File: src/rtl/frame_tx_pkg.sv
// Shared types and helpers for the serial frame transmitter.
// State encoding for the slot FSM and the parity helper used at frame accept.
package frame_tx_pkg;

    typedef enum logic [1:0] {
        S_IDLE = 2'd0,
        S_SEND = 2'd1,
        S_PAR  = 2'd2,
        S_GAP  = 2'd3
    } ftx_state_t;

    // Callers zero-extend the payload; the extra zeros do not change the XOR.
    function automatic logic parity_of(input logic [63:0] v, input logic odd);
        return (^v) ^ odd;
    endfunction

endpackage

File: src/rtl/frame_slot_counter.sv
// Slot position counter: loads 1 on accept, counts while busy, saturates at PERIOD.
// Decodes the payload-end, parity-slot and slot-end positions; no backpressure of its own.
module frame_slot_counter #(
    parameter int FRAME_W = 12,
    parameter int PERIOD  = 101
) (
    input  logic clk,
    input  logic rst_n,
    input  logic clr_i,
    input  logic load_i,
    input  logic en_i,
    output logic last_bit_o,
    output logic last_par_o,
    output logic slot_end_o
);
    localparam int CNT_W = $clog2(PERIOD + 1);

    logic [CNT_W-1:0] cnt_q, cnt_d;

    assign last_bit_o = (cnt_q == CNT_W'(FRAME_W));
    assign last_par_o = (cnt_q == CNT_W'(FRAME_W + 1));
    assign slot_end_o = (cnt_q == CNT_W'(PERIOD));

    always_comb begin
        cnt_d = cnt_q;
        if (clr_i) begin
            cnt_d = '0;
        end else if (load_i) begin
            cnt_d = CNT_W'(1);
        end else if (en_i && !slot_end_o) begin
            cnt_d = cnt_q + 1'b1;
        end
    end

    always_ff @(posedge clk or negedge rst_n) begin
        if (!rst_n) begin
            cnt_q <= '0;
        end else begin
            cnt_q <= cnt_d;
        end
    end

endmodule

File: src/rtl/frame_serializer.sv
// Serialises one FRAME_W-bit frame per PERIOD-cycle slot; first bit the cycle after accept.
// frame_ready is high in IDLE or the last slot cycle (zero-gap back-to-back), low during abort.
module frame_serializer
    import frame_tx_pkg::*;
#(
    parameter int FRAME_W    = 12,
    parameter int PERIOD     = 101,
    parameter bit MSB_FIRST  = 1'b0,
    parameter bit PARITY_EN  = 1'b0,
    parameter bit PARITY_ODD = 1'b0,
    parameter bit IDLE_LEVEL = 1'b0
) (
    input  logic               clk,
    input  logic               rst_n,
    input  logic               frame_valid,
    input  logic [FRAME_W-1:0] frame,
    output logic               frame_ready,
    input  logic               abort,
    output logic               data_out,
    output logic               bit_active,
    output logic               busy,
    output logic               done_sending_frame
);
    ftx_state_t         state_q, state_d;
    logic [FRAME_W-1:0] sr_q, sr_d;
    logic               par_q, par_d;
    logic               data_q, data_d;
    logic               act_q, act_d;
    logic [FRAME_W-1:0] frame_in;
    logic               accept;
    logic               cnt_clr, cnt_load;
    logic               last_bit, last_par, slot_end;

    frame_slot_counter #(
        .FRAME_W (FRAME_W),
        .PERIOD  (PERIOD)
    ) u_slot_cnt (
        .clk        (clk),
        .rst_n      (rst_n),
        .clr_i      (cnt_clr),
        .load_i     (cnt_load),
        .en_i       (busy),
        .last_bit_o (last_bit),
        .last_par_o (last_par),
        .slot_end_o (slot_end)
    );

    // Reversing at load lets the shifter always emit bit 0 first.
    always_comb begin
        frame_in = frame;
        if (MSB_FIRST) begin
            for (int i = 0; i < FRAME_W; i++) begin
                frame_in[i] = frame[FRAME_W-1-i];
            end
        end
    end

    assign busy               = (state_q != S_IDLE);
    assign frame_ready        = !abort && ((state_q == S_IDLE) || ((state_q == S_GAP) && slot_end));
    assign accept             = frame_valid && frame_ready;
    assign done_sending_frame = (state_q == S_GAP) && slot_end && !abort;
    assign data_out           = data_q;
    assign bit_active         = act_q;

    always_comb begin
        state_d  = state_q;
        sr_d     = sr_q;
        par_d    = par_q;
        data_d   = data_q;
        act_d    = act_q;
        cnt_clr  = 1'b0;
        cnt_load = 1'b0;
        if (abort) begin
            state_d = S_IDLE;
            data_d  = IDLE_LEVEL;
            act_d   = 1'b0;
            cnt_clr = 1'b1;
        end else if (accept) begin
            state_d  = S_SEND;
            sr_d     = frame_in >> 1;
            par_d    = parity_of(64'(frame_in), PARITY_ODD);
            data_d   = frame_in[0];
            act_d    = 1'b1;
            cnt_load = 1'b1;
        end else begin
            unique case (state_q)
                S_SEND: begin
                    if (!last_bit) begin
                        data_d = sr_q[0];
                        sr_d   = sr_q >> 1;
                    end else if (PARITY_EN) begin
                        state_d = S_PAR;
                        data_d  = par_q;
                    end else begin
                        state_d = S_GAP;
                        data_d  = IDLE_LEVEL;
                        act_d   = 1'b0;
                    end
                end
                S_PAR: begin
                    if (last_par) begin
                        state_d = S_GAP;
                        data_d  = IDLE_LEVEL;
                        act_d   = 1'b0;
                    end
                end
                S_GAP: begin
                    if (slot_end) begin
                        state_d = S_IDLE;
                        cnt_clr = 1'b1;
                    end
                end
                default: ;
            endcase
        end
    end

    always_ff @(posedge clk or negedge rst_n) begin
        if (!rst_n) begin
            state_q <= S_IDLE;
            sr_q    <= '0;
            par_q   <= 1'b0;
            data_q  <= IDLE_LEVEL;
            act_q   <= 1'b0;
        end else begin
            state_q <= state_d;
            sr_q    <= sr_d;
            par_q   <= par_d;
            data_q  <= data_d;
            act_q   <= act_d;
        end
    end

endmodule

File: config.mk
export PLATFORM = sky130hd
export DESIGN_NAME = frame_serializer
export DESIGN_NICKNAME = d
export VERILOG_FILES = /design/src/rtl/frame_tx_pkg.sv /design/src/rtl/frame_slot_counter.sv /design/src/rtl/frame_serializer.sv
export SDC_FILE = /design/constraint.sdc
export NUM_CORES = 1
export LEC_CHECK = 0
export CORE_MARGIN = 2
export CORE_UTILIZATION = 53
export DETAILED_ROUTE_END_ITERATION = 8
export GPL_TIMING_DRIVEN = 0
export PLACE_DENSITY = 0.75
export SYNTH_ARGS = -nofsm -noshare
export SYNTH_HDL_FRONTEND = slang
export SYNTH_HIERARCHICAL = 1
export SYNTH_SLANG_ARGS = --single-unit
File: constraint.sdc
create_clock -name clk -period 3 [get_ports clk]
set_input_delay 0.45 -clock clk [delete_from_list [all_inputs] [get_ports clk]]
set_output_delay 0.45 -clock clk [all_outputs]
set_load 0.02 [all_outputs]
After elaboration in Yosys (flattened, before gate mapping) --
Index checks and enable logic that the tools add are counted.
Operators by class: reduce and logical (&&, ||, !) cells 18, add/subtract/negate cells 1, eq/ne operators 10, muxes and demuxes 27, bitwise logic cells 1
Operator list (count):
- 12-bit 2-to-1 mux | 3
- 7-bit 2-to-1 mux | 3
- 7-bit by 4-bit == test with 1-bit output, second input constant | 2
- 1-bit 2-to-1 mux | 13
- 4-bit != test, second input constant | 3
- 2-bit 2-to-1 mux | 5
- 7-bit by 1-bit adder with 7-bit output, second input constant | 1
- 7-bit == test, second input constant | 1
- 2-bit case mux with 3 select lines | 1
- 3-bit AND reduction | 2
- 1-bit logical AND | 5
- 5-bit nonzero test | 1
- 2-bit == test, second input constant | 2
- 1-bit case mux with 2 select lines | 2
- 4-bit AND reduction | 1
- 2-bit nonzero test | 2
- 4-bit nonzero test | 1
- 3-bit nonzero test | 1
- 2-bit by 1-bit == test with 1-bit output, second input constant | 1
- 1-bit logical NOT | 2
- 2-bit logical NOT | 1
- 2-bit != test, second input constant | 1
- 2-bit AND reduction | 1
- 1-bit logical OR | 1
- 1-bit inverter | 1
Word-level totals: word-level logic and storage cells 62, output and inout port bits 5, input port bits 16, flip-flop bits (word level) 23

Longest topological paths before layout --
depth after elaboration 9, mapped depth 10, gate-level depth less buffers 8

Modules after synthesis --
Netlist, hierarchy kept.
Modules (own cells, without submodules):
- frame_serializer | area each 932.1 µm², seq. area each 375.4 µm², times used 1, cells an instance 79
- frame_slot_counter | area each 466.7 µm², seq. area each 175.2 µm², times used 1, cells an instance 49

Least setup slack after synthesis --
No wires, ideal clock.
path kind reg-to-reg, from register u_slot_cnt.cnt_q[4], to register u_slot_cnt.cnt_q[0], cell stages (with the launch flop) 10, clock period less this slack 2.078 ns, arrival time 1.971 ns, required time 2.893 ns, path slack 0.922 ns, library setup time 0.107 ns, buffers on the path 2, cells stage by stage dfrtp_1 -> and4bb_4 -> and3_4 -> a21o_1 -> and2_1 -> buf_6 -> buf_6 -> nand3b_1 -> a31oi_1 -> a2111oi_4
On the way: longest elaborated chain between the ends 9, elaborated cells between the ends (all ways) 16, those cells by class 1 x eq/ne; 8 x mux; 7 x reduce/logical
Ends and longest elaborated chain:
- start: declaration | line frame_slot_counter.sv:18 | logic [CNT_W-1:0] cnt_q, cnt_d;
- start signal: assignment | line frame_slot_counter.sv:39 | cnt_q <= cnt_d;
- 7-bit == test * | line frame_slot_counter.sv:22 | assign slot_end_o = (cnt_q == CNT_W'(PERIOD));
- named net slot_end | line frame_serializer.sv:32 | logic last_bit, last_par, slot_end;
- 1-bit logical AND | line frame_serializer.sv:59 | assign frame_ready = !abort && ((state_q == S_IDLE) || ((state_q == S_GAP) && slot_end));
- 1-bit logical OR | line frame_serializer.sv:59
- 1-bit logical AND | line frame_serializer.sv:59
- 1-bit logical AND | line frame_serializer.sv:60 | assign accept = frame_valid && frame_ready;
- 1-bit 2-to-1 mux | line frame_serializer.sv:78 | end else if (accept) begin
- 1-bit 2-to-1 mux | line frame_serializer.sv:73 | if (abort) begin
- 7-bit 2-to-1 mux | line frame_slot_counter.sv:28 | end else if (load_i) begin
- 7-bit 2-to-1 mux | line frame_slot_counter.sv:26 | if (clr_i) begin
The timed path passes the listed nets; every way through them passes the cells marked *. A chain may end at the register's enable or synchronous reset.

Worst setup path after layout --
from register u_slot_cnt.cnt_q[4], to output port frame_ready
On the way: longest elaborated chain between the ends 4
Ends and longest elaborated chain:
- 7-bit == test | line frame_slot_counter.sv:22
- named net slot_end | line frame_serializer.sv:32
- 1-bit logical AND | line frame_serializer.sv:59
- 1-bit logical OR | line frame_serializer.sv:59
- 1-bit logical AND | line frame_serializer.sv:59
- end: declaration | line frame_serializer.sv:17 | output logic frame_ready,
The timed path passes the listed nets, and every way through them passes these cells.

==> results.sh <==
export IMPL_cts_buffer_depth=2
export IMPL_cts_setup_buffers=0
export IMPL_clk_latency_ns=0.30
export IMPL_startpoint_type="flip-flop"
export IMPL_ios=21
export IMPL_drc=0
export IMPL_nets=176
export IMPL_clockRootBuffer="clkbuf_4"
export IMPL_cp_startpoint="u_slot_cnt/cnt_q[4]"
export IMPL_synth_top_area_cell="dfrtp_1"
export IMPL_clkTransAtPathRegs_ns=0.13
export IMPL_numCtsBuffers=3
export IMPL_path_cells="and4bb_4, and3_4, nand2_1, a21oi_1, clkdlybuf4s50_1"
export IMPL_via_per_inst=5.940
export IMPL_drt_wl_total_mm=2.692
export IMPL_slew_headroom_pct=33.33
export IMPL_synth_edf_count=0
export IMPL_finalSetupViolCount=0
export IMPL_synth_top_area_share_pct=39.36
export IMPL_yosysUniqueCellTypes=43
export IMPL_postLayoutCoreUtil_pct=67.57
export IMPL_routedWlPerCell_um=14.79
export IMPL_fp_dieArea_sq_mm=0.003066
export IMPL_fmax_mhz=369.5
export IMPL_finalHoldViolations=0
export IMPL_cts_resized=0
export IMPL_syn_nets=151
export IMPL_switchingPower_mw=0.4844
export IMPL_syn_avg_cell_area_sq_um=10.93
export IMPL_setup_ws_ns=0.2939
export IMPL_r2r_cells=9
export IMPL_vias=1081
export IMPL_pwr_share_seq_pct=34.2
export IMPL_path_depth=5
export IMPL_gp_congestion=0.8480
export IMPL_reg2reg_to="u_slot_cnt/cnt_q[0]"
export IMPL_post_dp_hpwl_mm=1.981
export IMPL_maxSlewViolCount=0
export IMPL_placedInstanceArea_sq_mm=0.001637
export IMPL_holdCritPathClass="reg -> reg"
export IMPL_finalInstanceArea_sq_mm=0.001689
export IMPL_port_buffers=20
export IMPL_grt_max_degree=23
export IMPL_grt_pass1_vias=982
export IMPL_cts_tree="done"
export IMPL_critPathBufInv=1
export IMPL_rsz0062_at_grt="false"
export IMPL_worstSetupPathType="reg -> out"
export IMPL_rr_startpoint="u_slot_cnt/cnt_q[4]"
export IMPL_r2r_slack_ns=0.69
export IMPL_cap_violations=0
export IMPL_swShare_pct=34.64
export IMPL_min_period_ns=2.706
export IMPL_antenna_diode_count=0
export IMPL_p_leak_nw=0.7013
export IMPL_ys_async_sr_fraction_pct=100.0
export IMPL_critPathTopFamily="simple AND/OR/NAND/NOR gates"
export IMPL_internal_power_mw=0.9139
export IMPL_initialDrtViolationCount=16
export IMPL_crit_slowest_cell="clkdlybuf4s50_1"
export IMPL_post_place_ws_ns=0.6281
export IMPL_critPathArrivalTime_ns=2.26
export IMPL_die_h_um=55.38
export IMPL_p_clk_share_pct=16.1
export IMPL_tightest_slew_ns=0.9969
export IMPL_synth_area_sq_mm=0.001399
export IMPL_cp_end_kind="output port"
export IMPL_grt_antenna_before_repair=0
export IMPL_grt_pass1_wl_mm=4.547
export IMPL_grtUsageTotal_pct=17.92
export IMPL_drtPass1Iterations=4
export IMPL_ant_nets=0
export IMPL_fin_crit_sh_pct=90.20
export IMPL_final_setup_tns_ns=0
export IMPL_critical_path_required_ns=2.55
export IMPL_skew_ns=0.006516
export IMPL_die_w_um=55.38
export IMPL_core_region_area_sq_mm=0.002500
export IMPL_cp_endpoint="frame_ready"
export IMPL_clkSinkCount=22
export IMPL_p_per_area_mw_per_mm2=827.8
export IMPL_ys_flop_type="dfrtp_1"
export IMPL_grt_ovfl_total=0
export IMPL_yosysWarnings=6
export IMPL_cts_max_level=1
export IMPL_syn2layout_area_growth_pct=20.75
export IMPL_slowest_delay_ns=0.62
export IMPL_start_util_pct=55.96
export IMPL_p_total_mw=1.398
export IMPL_combPwrFrac_pct=49.7
export IMPL_drive_gt1_share_pct=19.08
export IMPL_ir_worst_vdd_mv=0.5292
export IMPL_synth_seq_cells=22
export IMPL_crit_fanout=5
export IMPL_rows=18
export IMPL_syn_inst=128
export IMPL_yosys_top_cells_area="dfrtp_1 (39%), mux2_2 (7.2%), ha_1 (6.3%), mux2_4 (5.4%), mux2_1 (3.2%)"
export IMPL_outcome="complete, no violations"
export IMPL_synth_seq_area_share_pct=39.36
export IMPL_ctsHoldBuffers=0
placed cells by master, fill, tap and decap left out, drive strengths merged, types with 3 or more instances in the layout:
cell type      netlist  routed
mux2                18      18
clkbuf               0       3
dfrtp               22      22
buf                  3       3
ha                   7       7
clkdlybuf4s50        0      20
nor2                 4       4
nand2                8       8
a21oi                5       5
inv                  7       7
a31oi                4       4
o21ai                6       6
nand3                4       4
and2                 3       3
nor2b                4       4
through the flow:
stage	cells	hold WS (ns)
final	182	0.5538
after global placement	178	0.5075
after CTS	182	0.5524
after detailed placement	178	0.5198
after floorplan	128	0.1544
after global routing	182	0.5737
how the worst min path moves through the flow:
stage / from / endpoint / slack, ns / depth (start not counted)
floorplan: rst_n / bit_active / 0.15 / 0
global placement: bit_active / bit_active / 0.51 / 1
detailed placement: bit_active / bit_active / 0.52 / 1
CTS: bit_active / bit_active / 0.55 / 1
global route: bit_active / bit_active / 0.57 / 1
finish: bit_active / bit_active / 0.55 / 1
cells in the mapped netlist (2+ instances only):
library cell,instances
mux2i_1,2
mux2_1,4
nand3b_1,2
nand3_1,4
a31oi_1,4
nand2b_1,2
nor2b_1,3
dfrtp_1,22
buf_6,3
ha_1,7
o21ai_0,6
mux2_2,9
mux2_4,5
a21oi_1,4
or3_1,2
nand4_1,2
nand2_1,8
and2_1,3
nor2_1,4
inv_1,7
nor3_1,2
a211oi_1,2
kinds of logic (layout without fill, tap and decap cells):
kind of cell / after synthesis / in the layout / share of synthesized area [%]
AO/OA/AOI/OAI: 28 / 28 / 15.03
XOR/XNOR: 1 / 1 / 0.6262
adder cells (fa/ha/maj): 7 / 7 / 6.261
buffers and inverters: 10 / 34 / 4.294
flip-flops: 22 / 22 / 39.36
multiplexers: 20 / 20 / 17.26
AND/OR/NAND/NOR: 40 / 40 / 17.17
power groups by stage:
stage	Combinational, mW	Clock (mW)	Sequential (mW)
6_report	0.696	0.225	0.478
5_1_grt	0.756	0.244	0.495
4_1_cts	0.695	0.231	0.478
3_5_place_dp	0.691	0	0.485
3_3_place_gp	0.675	0	0.478
2_1_floorplan	0.518	0	0.475
state kept, by name, summed over array words and instances, names as in the netlist:
| name | count |
|---|---|
| data_out | 1 |
| bit_active | 1 |
| sr_q | 11 |
| u_slot_cnt/cnt_q | 7 |
| state_q | 2 |
layer usage:
layer | GRT usage, % | vias to the layer above | part of all wire [%]
met2 | 29.08 | 27 | 47
li1 | - | 522 | -
met4 | 2.091 | 0 | 0.37
met1 | 26.20 | 530 | 48
met3 | 2.576 | 2 | 3.8
met5 | 0 | - | 0
area by class of cell:
cell class                 instances  area, sq um
fill                             201        810.8
multi-input combinational         96        788.3
sequential                        22        550.5
timing repair buffer              20        200.2
tap                               30        37.54
buffer                             3        33.78
clock inverter                     1        30.03
inverter                           7        26.28
clock buffer                       3        22.52
Note: power is estimated with default switching activity, not from simulation.
